--- src/rtl/param_count_decode.sv ---
// param_count_decode: parametrised up/down counter with load, wrap/saturate
// mode, low-field decode outputs and a registered wrap pulse plus a
// saturating wrap event counter.
//
// Ports:
//   clk       rising-edge clock
//   rst       asynchronous active-high reset
//   en        count enable
//   load      parallel load strobe (beats en)
//   load_val  value loaded when load=1
//   dir       1=count up, 0=count down
//   sat       1=saturate at bounds, 0=wrap modulo 2^WIDTH
//   wc_clr    synchronous clear of wrap_cnt (beats a same-edge wrap)
//   count     registered count
//   inv_low   ~count[INV_BITS-1:0]
//   and_low   &count[AND_BITS-1:0]
//   at_bound  count at the bound in the current direction
//   wrap      one-cycle pulse: the previous update wrapped
//   wrap_cnt  wraps since reset/clear, saturating at all-ones
module param_count_decode #(
  parameter int unsigned WIDTH    = 8,
  parameter int unsigned STEP     = 1,
  parameter int unsigned INV_BITS = 4,
  parameter int unsigned AND_BITS = 2,
  parameter int unsigned WC_WIDTH = 4
) (
  input  logic                clk,
  input  logic                rst,
  input  logic                en,
  input  logic                load,
  input  logic [WIDTH-1:0]    load_val,
  input  logic                dir,
  input  logic                sat,
  input  logic                wc_clr,
  output logic [WIDTH-1:0]    count,
  output logic [INV_BITS-1:0] inv_low,
  output logic                and_low,
  output logic                at_bound,
  output logic                wrap,
  output logic [WC_WIDTH-1:0] wrap_cnt
);

  localparam logic [WIDTH-1:0] CountMax = {WIDTH{1'b1}};
  localparam logic [WIDTH-1:0] StepW    = WIDTH'(STEP);
  // One extra bit so an overflowing increment / underflowing decrement is visible.
  localparam logic [WIDTH:0]   StepExt  = (WIDTH + 1)'(STEP);
  localparam logic [WIDTH:0]   MaxExt   = {1'b0, CountMax};

  logic [WIDTH-1:0]    count_q, count_d;
  logic                wrap_q, wrap_d;
  logic [WC_WIDTH-1:0] wrap_cnt_q, wrap_cnt_d;
  logic [WIDTH:0]      sum;

  always_comb begin
    count_d = count_q;
    wrap_d  = 1'b0;
    sum     = {1'b0, count_q} + StepExt;
    if (load) begin
      count_d = load_val;
    end else if (en) begin
      if (dir) begin
        if (sum > MaxExt) begin
          if (sat) begin
            count_d = CountMax;
          end else begin
            count_d = sum[WIDTH-1:0];
            wrap_d  = 1'b1;
          end
        end else begin
          count_d = sum[WIDTH-1:0];
        end
      end else begin
        if (StepExt > {1'b0, count_q}) begin
          if (sat) begin
            count_d = '0;
          end else begin
            count_d = count_q - StepW;
            wrap_d  = 1'b1;
          end
        end else begin
          count_d = count_q - StepW;
        end
      end
    end
  end

  always_comb begin
    wrap_cnt_d = wrap_cnt_q;
    if (wc_clr) begin
      wrap_cnt_d = '0;
    end else if (wrap_d && !(&wrap_cnt_q)) begin
      wrap_cnt_d = wrap_cnt_q + 1'b1;
    end
  end

  always_ff @(posedge clk or posedge rst) begin
    if (rst) begin
      count_q    <= '0;
      wrap_q     <= 1'b0;
      wrap_cnt_q <= '0;
    end else begin
      count_q    <= count_d;
      wrap_q     <= wrap_d;
      wrap_cnt_q <= wrap_cnt_d;
    end
  end

  assign count    = count_q;
  assign wrap     = wrap_q;
  assign wrap_cnt = wrap_cnt_q;
  assign inv_low  = ~count_q[INV_BITS-1:0];
  assign and_low  = &count_q[AND_BITS-1:0];
  assign at_bound = dir ? (count_q == CountMax) : (count_q == '0);

endmodule

--- config.mk ---
export PLATFORM = sky130hd
export DESIGN_NAME = param_count_decode
export DESIGN_NICKNAME = d
export VERILOG_FILES = /design/src/rtl/param_count_decode.sv
export SDC_FILE = /design/constraint.sdc
export NUM_CORES = 1
export LEC_CHECK = 0
export BUFFER_PORTS_ARGS = -buffer_cell sky130_fd_sc_hd__buf_2
export CAP_MARGIN = 20
export CORE_MARGIN = 5
export CORE_UTILIZATION = 54
export DETAILED_ROUTE_END_ITERATION = 10
export PLACE_DENSITY = 0.9
export SYNTH_ARGS = -nofsm -noshare
export SYNTH_HDL_FRONTEND = slang
export SYNTH_SLANG_ARGS = --single-unit
--- constraint.sdc ---
create_clock -name clk -period 4.3 [get_ports clk]
set_clock_uncertainty 0.2 [all_clocks]
set_input_delay 0.43 -clock clk [delete_from_list [all_inputs] [get_ports clk]]
set_output_delay 0.43 -clock clk [all_outputs]
set_load 0.01 [all_outputs]
Yosys cells after proc, flatten, opt, wreduce, memory -nomap -nowiden
Index checks and enable logic that the tools add are counted.
{"block": "classes", "addsub": 3, "n_lt_le_gt_ge": 2, "eq_ne": 1, "mux": 16, "bitwise": 1, "n_reduce_logical": 7}
{"operator": "8-bit two-way mux", "count": 7}
{"operator": "8-bit by 1-bit adder with 9-bit output (second input constant)", "count": 1}
{"operator": "9-bit by 8-bit greater-than comparator with 1-bit output (second input constant)", "count": 1}
{"operator": "8-bit == test (second input constant)", "count": 1}
{"operator": "1-bit by 8-bit greater-than comparator with 1-bit output (first input constant)", "count": 1}
{"operator": "8-bit zero test", "count": 1}
{"operator": "4-bit two-way mux", "count": 2}
{"operator": "8-bit by 1-bit subtractor with 8-bit output (second input constant)", "count": 1}
{"operator": "1-bit two-way mux", "count": 7}
{"operator": "4-bit by 1-bit adder with 4-bit output (second input constant)", "count": 1}
{"operator": "4-bit inverter", "count": 1}
{"operator": "4-bit AND reduction", "count": 1}
{"operator": "2-bit nonzero test", "count": 2}
{"operator": "2-bit AND reduction", "count": 1}
{"operator": "1-bit logical AND", "count": 1}
{"operator": "1-bit zero test", "count": 1}
{"block": "totals", "reg_bits": 13}

Logic depth before layout (Yosys ltp)
Gate-level depths: netlist of the first run.
{"block": "depth", "depth_word": 9, "ltp_mapped": 8}

Worst setup path after synthesis of the first run
No wires, ideal clock.
{"block": "synth_timing", "path_kind": "reg-to-reg", "startpoint": "register count_q[0] (netlist: count[0])", "endpoint": "register wrap_cnt_q[3] (netlist: wrap_cnt[3])", "arrival_time_ns": 2.087, "slack_ns": 1.935, "stages_incl_launch_ff": 9, "n_path_buf": 0, "path_cell_list": "dfrtp_1 inv_1 ha_1 nand2_1 nor4_2 and4_1 o21ai_2 or3_1 a21oi_1"}
{"block": "synth_between", "elab_chain_len": 8, "word_cells_on_any_way": 10, "classes_between": "1 x add/sub; 2 x order compare; 5 x mux; 2 x reduce/logical"}
{"element": "start, declared", "line": "49", "source": "logic [WIDTH-1:0] count_q, count_d;"}
{"element": "start signal, assigned", "line": "102", "source": "count_q <= count_d;"}
{"element": "8-bit by 1-bit adder with 9-bit output", "line": "57", "source": "sum = {1'b0, count_q} + StepExt;"}
{"element": "9-bit by 8-bit greater-than comparator with 1-bit output", "line": "62", "source": "if (sum > MaxExt) begin"}
{"element": "1-bit two-way mux", "line": "62"}
{"element": "1-bit two-way mux (*)", "line": "61", "source": "if (dir) begin"}
{"element": "1-bit two-way mux (*)", "line": "60", "source": "end else if (en) begin"}
{"element": "1-bit two-way mux (*)", "line": "58", "source": "if (load) begin"}
{"element": "1-bit logical AND (*)", "line": "91", "source": "end else if (wrap_d && !(&wrap_cnt_q)) begin"}
{"element": "2-bit nonzero test (no line) (*)"}
{"element": "end signal, assigned", "line": "104", "source": "wrap_cnt_q <= wrap_cnt_d;"}
{"element": "end, declared", "line": "51", "source": "logic [WC_WIDTH-1:0] wrap_cnt_q, wrap_cnt_d;"}
Every way passes the cells marked *; elsewhere a longest branch is shown, timed or not.
A chain may end at the register's enable or synchronous reset.

Worst setup path in the final report of the first run
Ends and elaborated chain as after synthesis.

==> impl_metrics.py, run 1 <==
metrics = {
    "worst_setup_path": {
        "critical-path-max-stage-delay_ns": 0.54,
        "r2r.worst_path.cells": 8,
        "cp.required_ns": 4.29,
        "crit_family": "simple AND/OR/NAND/NOR gates",
        "r2r_slack_ns": 1.73,
        "slowest_stage": "dfrtp_1",
        "r2r_start": "count[0]$_DFFE_PP0P_",
        "worst_setup_path_start_kind": "flip-flop",
        "crit_end": "wrap_cnt[3]$_DFFE_PP0P_",
        "critPathMaxFanout": 9,
        "crit_path_end_kind": "flip-flop",
        "reg2reg_to": "wrap_cnt[3]$_DFFE_PP0P_",
        "cp.arrival_ns": 2.56,
        "crit_cells": 8,
        "path_buf_inv": 1,
        "cp_cell_sequence": "inv_1 -> ha_1 -> nand2_1 -> nor4_2 -> and4_1 -> o21ai_2 -> or3_1 -> a21oi_1",
        "cp-startpoint": "count[0]$_DFFE_PP0P_",
        "path_class": "reg -> reg",
    },
    "place": {
        "portBuffers": 33,
        "routabilityCongestion": 0.986,
        "pre_cts_slack_ns": 1.81,
        "hpwlAfterDp_um": 2340,
    },
    "logic_synthesis": {
        "synth_most_common_cell": "nand2_1",
        "synth_area_leaders": "dfrtp_1 29%, o21ai_0 6.3%, nand2_1 6.1%",
        "synth_area_leader_cell": "dfrtp_1",
        "synth.top_cell.area_share_pct": 29.2,
        "synth_ff_type": "dfrtp_1",
        "syn_avg_cell_area_um2": 7.79,
        "syn-cell-area_mm2": 0.00111,
        "async_flop_share_pct": 100,
        "synth_cell_types": 40,
        "synthTopCellsByCount": "18 x nand2_1, 15 x nor2_1, 14 x o21ai_0",
        "syn_nets": 163,
        "synth-seq-area-share_pct": 29.2,
        "yosysWarnings": 0,
        "synth_edf_count": 0,
        "ys_seq_elements": 13,
        "syn_inst": 143,
    },
    "timing": {
        "fin_crit_sh_pct": 59.7,
        "fin_hold_ws_ns": 0.158,
        "finalHoldViolCount": 0,
        "slew_headroom_pct": 62.6,
        "fmax_mhz": 389,
        "drv_slew": 0,
        "post-route-min-period_ns": 2.57,
        "worstMarginPinSlew_ns": 0.560,
        "setup-violations-final": 0,
        "rsz0062_at_grt": "no",
        "setup_tns_ns": 0,
        "layout_setup_ws_ns": 1.73,
    },
    "global_route": {
        "grt_max_degree": 20,
        "grtUsageTotal_pct": 18.8,
        "grt_pass1_vias": 1089,
        "antenna_found_initial": 0,
        "grt_overflow_total": 0,
        "grt_pass1_wl_um": 4780,
    },
    "finish": {
        "drive_gt1_share_pct": 25.4,
        "antenna_cells": 0,
        "final-seq-area_um2": 325,
        "multi_input_area_um2": 727,
        "layout.nets": 194,
        "fill_cells": 187,
        "syn_to_final_growth_pct": 18.0,
        "utilization_pct": 67.0,
    },
    "flow_run": {
        "max_cap_violations": 0,
    },
    "route": {
        "first_iter_violations": 76,
        "via_per_inst": 6.08,
        "wl_per_cell_um": 15.1,
        "vias": 1215,
        "drc": 0,
        "drt-total-wl_um": 3020,
        "drt-pass1-iter-count": 4,
        "detail-route-antenna-nets": 0,
    },
    "pwr": {
        "p_leak_nw": 0.611,
        "p_per_area_mw_per_mm2": 257,
        "ir_drop_mv": 0.202,
        "power_uw": 337,
    },
    "clock_tree": {
        "cts.sinks": 13,
        "cts_made_buffers": 3,
        "cts_setup_buffers": 0,
        "cts-root-buf": "clkbuf_4",
        "clk_pin_slew_ns": 0.08,
        "cts.path.max_buffers": 2,
        "cts_tree": "built",
        "clock_latency_ns": 0.26,
        "htree_levels": 1,
    },
    "die": {
        "ioPinCount": 34,
        "start_util_pct": 56.8,
        "die_w_um": 55.4,
        "die_height_um": 55.4,
        "core-area_mm2": 0.00196,
        "rows": 16,
        "die-area_mm2": 0.00307,
    },
    "hold_path": {
        "hp-class": "in -> reg",
    },
    "run_status": {
        "outcome": "completed",
    },
}
==> registers in the layout, summed over array words and instances, names as in the netlist <==
| signal | count |
|---|---|
| wrap | 1 |
| wrap_cnt | 4 |
| count | 8 |
==> cell usage in the layout (no fill, tap or decap), types with 2 or more instances in the layout <==
cell	instances
a21o_1	2
a21oi_1	9
and4_1	4
buf_2	33
clkbuf_4	3
dfrtp_1	13
ha_1	5
inv_1	7
nand2_1	18
nand3_1	6
nand4_1	3
nor2_1	15
nor3_1	3
nor4_1	2
o21ai_0	14
o21ai_2	2
o22ai_1	6
or3_1	3
xnor2_1	2
==> final cells by class <==
cell class                 count  share of cell area, %
tap                           27                   2.57
timing repair buffer          34                   13.3
inverter                       7                   2.00
multi-input combinational    115                   55.3
sequential                    13                   24.8
clock buffer                   4                   2.00
==> cells by family after synthesis <==
kind of cell	count (synthesis)	share of synthesized area, %
AND/OR/NAND/NOR	64	33.0
AO/OA/AOI/OAI	41	22.4
buffers and inverters	15	5.51
flip-flops	13	29.2
adder cells (fa/ha/maj)	5	5.62
XOR/XNOR	3	2.36
multiplexers	2	1.91
==> per-stage QoR <==
| step | cell area, µm² | std cells |
|---|---|---|
| global route | 1310 | 200 |
| finish | 1310 | 200 |
| global placement | 1280 | 195 |
| floorplan | 1110 | 143 |
| CTS | 1310 | 200 |
| detailed placement | 1280 | 195 |
==> worst min-delay path by stage <==
stage | from | to | slack, ns | cells past startpoint
finish | wc_clr | wrap_cnt[3]$_DFFE_PP0P_ | 0.16 | 2
global route | wc_clr | wrap_cnt[1]$_DFFE_PP0P_ | 0.15 | 2
CTS | wc_clr | wrap_cnt[3]$_DFFE_PP0P_ | 0.14 | 2
detailed placement | rst | count[1]$_DFFE_PP0P_ | 0.27 | 2
global placement | rst | count[2]$_DFFE_PP0P_ | 0.26 | 2
floorplan | rst | count[0]$_DFFE_PP0P_ | 0.11 | 1
==> routing by layer <==
metal / global-route usage [%] / wire, µm
met2: 28.4 / 1380
met3: 3.50 / 297
met5: 0 / 0
met1: 25.2 / 1280
met4: 10.4 / 55
==> timing repair <==
action / 4_1_cts / 5_1_grt
resized for setup: 0 / 0
hold buffers: 1 / 0
endpoints found under the hold margin: 13 / 0
==> power by group <==
| part | switching [mW] | leakage (nW) | internal, mW |
|---|---|---|---|
| Clock | 0.0364 | 0.0150 | 0.0358 |
| Sequential | 0.0294 | 0.165 | 0.130 |
| Combinational | 0.0594 | 0.431 | 0.0459 |
| Total | 0.125 | 0.611 | 0.212 |
No activity file was read; power rests on OpenSTA's default activity.
==> run 2, diff against run 1 <==
--- a/config.mk
+++ b/config.mk
@@ -5,12 +5,13 @@
 export SDC_FILE = /design/constraint.sdc
 export NUM_CORES = 1
 export LEC_CHECK = 0
+export ABC_AREA = 1
 export BUFFER_PORTS_ARGS = -buffer_cell sky130_fd_sc_hd__buf_2
 export CAP_MARGIN = 20
 export CORE_MARGIN = 5
-export CORE_UTILIZATION = 54
+export CORE_UTILIZATION = 47
 export DETAILED_ROUTE_END_ITERATION = 10
-export PLACE_DENSITY = 0.9
+export PLACE_DENSITY = 0.83
 export SYNTH_ARGS = -nofsm -noshare
 export SYNTH_HDL_FRONTEND = slang
 export SYNTH_SLANG_ARGS = --single-unit
==> constraint.sdc (replaced) <==
create_clock -name clk -period 2.2 [get_ports clk]
set_clock_uncertainty 0.2 [all_clocks]
set_input_delay 0.22 -clock clk [delete_from_list [all_inputs] [get_ports clk]]
set_output_delay 0.22 -clock clk [all_outputs]
set_load 0.01 [all_outputs]
==> impl_metrics.py, run 2 <==
metrics = {
    "run_status": {
        "outcome": "completed",
    },
    "timing": {
        "post-route-min-period_ns": 2.09,
        "fin_crit_sh_pct": 94.8,
        "drv_slew": 0,
        "rsz0062_at_grt": "yes",
        "fmax_mhz": 479,
        "setup-violations-final": 0,
        "setup_tns_ns": 0,
        "finalHoldViolCount": 0,
        "worstMarginPinSlew_ns": 0.492,
        "slew_headroom_pct": 67.2,
    },
    "clock_tree": {
        "clock_latency_ns": 0.28,
        "cts_tree": "built",
        "cts.path.max_buffers": 2,
        "cts-root-buf": "clkbuf_4",
        "clk_pin_slew_ns": 0.08,
        "cts_made_buffers": 3,
        "cts.sinks": 13,
        "htree_levels": 1,
    },
    "worst_setup_path": {
        "crit_cells": 8,
        "worst_setup_path_start_kind": "flip-flop",
        "crit_family": "flip-flops",
        "path_class": "reg -> out",
        "cp.arrival_ns": 1.67,
        "r2r.worst_path.cells": 13,
        "slowest_stage": "dfrtp_2",
        "cp.required_ns": 1.78,
        "path_buf_inv": 2,
        "crit_path_end_kind": "output pin",
        "critical-path-max-stage-delay_ns": 0.41,
        "r2r_start": "count[0]$_DFFE_PP0P_",
        "cp_cell_sequence": "ha_2 -> nand2_2 -> nor2_4 -> nand4_1 -> inv_1 -> nor2_1 -> a21oi_1 -> buf_2",
        "critPathMaxFanout": 6,
        "cp-startpoint": "count[1]$_DFFE_PP0P_",
    },
    "place": {
        "hpwlAfterDp_um": 2460,
        "routabilityCongestion": 0.861,
        "dp_cells": 258,
        "placed_cell_area_mm2": 0.00142,
        "portBuffers": 33,
    },
    "die": {
        "rows": 18,
        "core-area_mm2": 0.00248,
        "die_height_um": 61.0,
        "die-area_mm2": 0.00372,
        "start_util_pct": 49.3,
        "ioPinCount": 34,
        "die_w_um": 61.0,
    },
    "route": {
        "via_per_inst": 5.04,
        "drt-total-wl_um": 3080,
        "drt-pass1-iter-count": 4,
        "drc": 0,
        "detail-route-antenna-nets": 0,
        "first_iter_violations": 50,
        "wl_per_cell_um": 11.6,
        "vias": 1340,
    },
    "logic_synthesis": {
        "synth-seq-area-share_pct": 26.6,
        "syn_avg_cell_area_um2": 6.17,
        "synth.top_cell.area_share_pct": 26.6,
        "synth_most_common_cell": "nand2_1",
        "yosysWarnings": 0,
        "synth_edf_count": 0,
        "ys_seq_elements": 13,
        "syn_inst": 198,
        "synth_cell_types": 27,
        "synth_area_leaders": "dfrtp_1 27%, nand2_1 19%, nor2_1 11%",
        "synth_ff_type": "dfrtp_1",
        "synthTopCellsByCount": "61 x nand2_1, 35 x nor2_1, 24 x inv_1",
        "syn_nets": 218,
        "synth_area_leader_cell": "dfrtp_1",
        "async_flop_share_pct": 100,
        "syn-cell-area_mm2": 0.00122,
    },
    "global_route": {
        "grt_pass1_wl_um": 5050,
        "grt_max_degree": 15,
        "grt_pass1_vias": 1195,
        "antenna_found_initial": 0,
        "grtUsageTotal_pct": 18.0,
        "grt_overflow_total": 0,
    },
    "finish": {
        "stdcell_area_mm2": 0.00149,
        "layout_commonest_cell": "nand2_1",
        "final_cell_mix": "59 x nand2_1, 35 x nor2_1, 33 x buf_2",
        "largest_reg_flops": 8,
        "layout.nets": 257,
        "multi_input_area_um2": 779,
        "fill_cells": 245,
        "antenna_cells": 0,
        "syn_to_final_growth_pct": 22.1,
        "final-seq-area_um2": 328,
        "drive_gt1_share_pct": 25.0,
        "utilization_pct": 60.2,
        "fin_cells": 266,
    },
    "pwr": {
        "p_leak_nw": 0.854,
        "ir_drop_mv": 0.366,
        "p_per_area_mw_per_mm2": 544,
    },
    "flow_run": {
        "max_cap_violations": 0,
    },
    "hold_path": {
        "hold_depth": 3,
        "hp-start": "load",
        "hp-class": "in -> reg",
    },
}
-- run 2: logic make-up after synthesis --
family                   after synthesis  synth area share, %
AO/OA/AOI/OAI                         19                 9.02
flip-flops                            13                 26.6
XOR/XNOR                               7                 5.02
AND/OR/NAND/NOR                      122                 43.9
adder cells (fa/ha/maj)                5                 5.12
buffers and inverters                 32                 10.3
-- run 2: worst reg2reg max path, cell delays in order (launching register included) --
cell     delay, ns
dfrtp_2       0.37
buf_4         0.15
inv_2         0.07
ha_1          0.32
nand2_1       0.06
nor2_1        0.10
nand2_1       0.06
nor2_1        0.12
nand3_2       0.12
nand2_1       0.09
nand3_2       0.12
nand2_1       0.10
nand2_1       0.05
nand2_1       0.05
-- run 2: repair_timing --
action / in CTS / in global routing
endpoints found under the setup margin: 1 / 13
gates cloned: 0 / 0
pin swaps: 0 / 1
setup buffers: 1 / 1
hold buffers: 2 / 0
hold endpoints to repair: 14 / 0
resized for setup: 2 / 5
-- run 2: report_power, final --
group | switching [mW] | internal, mW
clock | 0.0802 | 0.0705
combinational | 0.204 | 0.137
sequential | 0.0524 | 0.268
total | 0.337 | 0.475
-- run 2: worst paths after layout --
kind / end / slack [ns]
max: at_bound / 0.11
min: count[0]$_DFFE_PP0P_ / 0.04
max reg2reg: count[2]$_DFFE_PP0P_ / 0.17
min reg2reg: wrap_cnt[1]$_DFFE_PP0P_ / 0.37
max in group asynchronous: count[1]$_DFFE_PP0P_ / 1.15
min in group asynchronous: wrap_cnt[3]$_DFFE_PP0P_ / 0.30
-- run 2: stage by stage --
step | worst slack (ns) | total power [mW] | hold slack [ns]
floorplan | 0.230 | 0.542 | -0.103
global placement | 0.180 | 0.642 | 0.0655
detailed placement | 0.127 | 0.648 | 0.0773
CTS | 0.00696 | 0.809 | 0.0349
global route | -0.00504 | 0.878 | 0.0653
finish | 0.114 | 0.812 | 0.0423
-- run 2: area by class of cell --
cell class	count	area share, %
tap	30	2.52
sequential	13	22.0
inverter	26	6.54
timing repair buffer	40	14.9
clock buffer	4	1.76
multi-input combinational	153	52.3
-- run 2: routing by layer --
layer  vias to the layer above  GRT usage, %  part of all wire, %
met4                         0          7.12                  1.1
met3                         6          1.70                  6.8
met5                         -             0                    0
met2                        43          29.6                   47
met1                       600          24.3                   45
li1                        691             -                    -
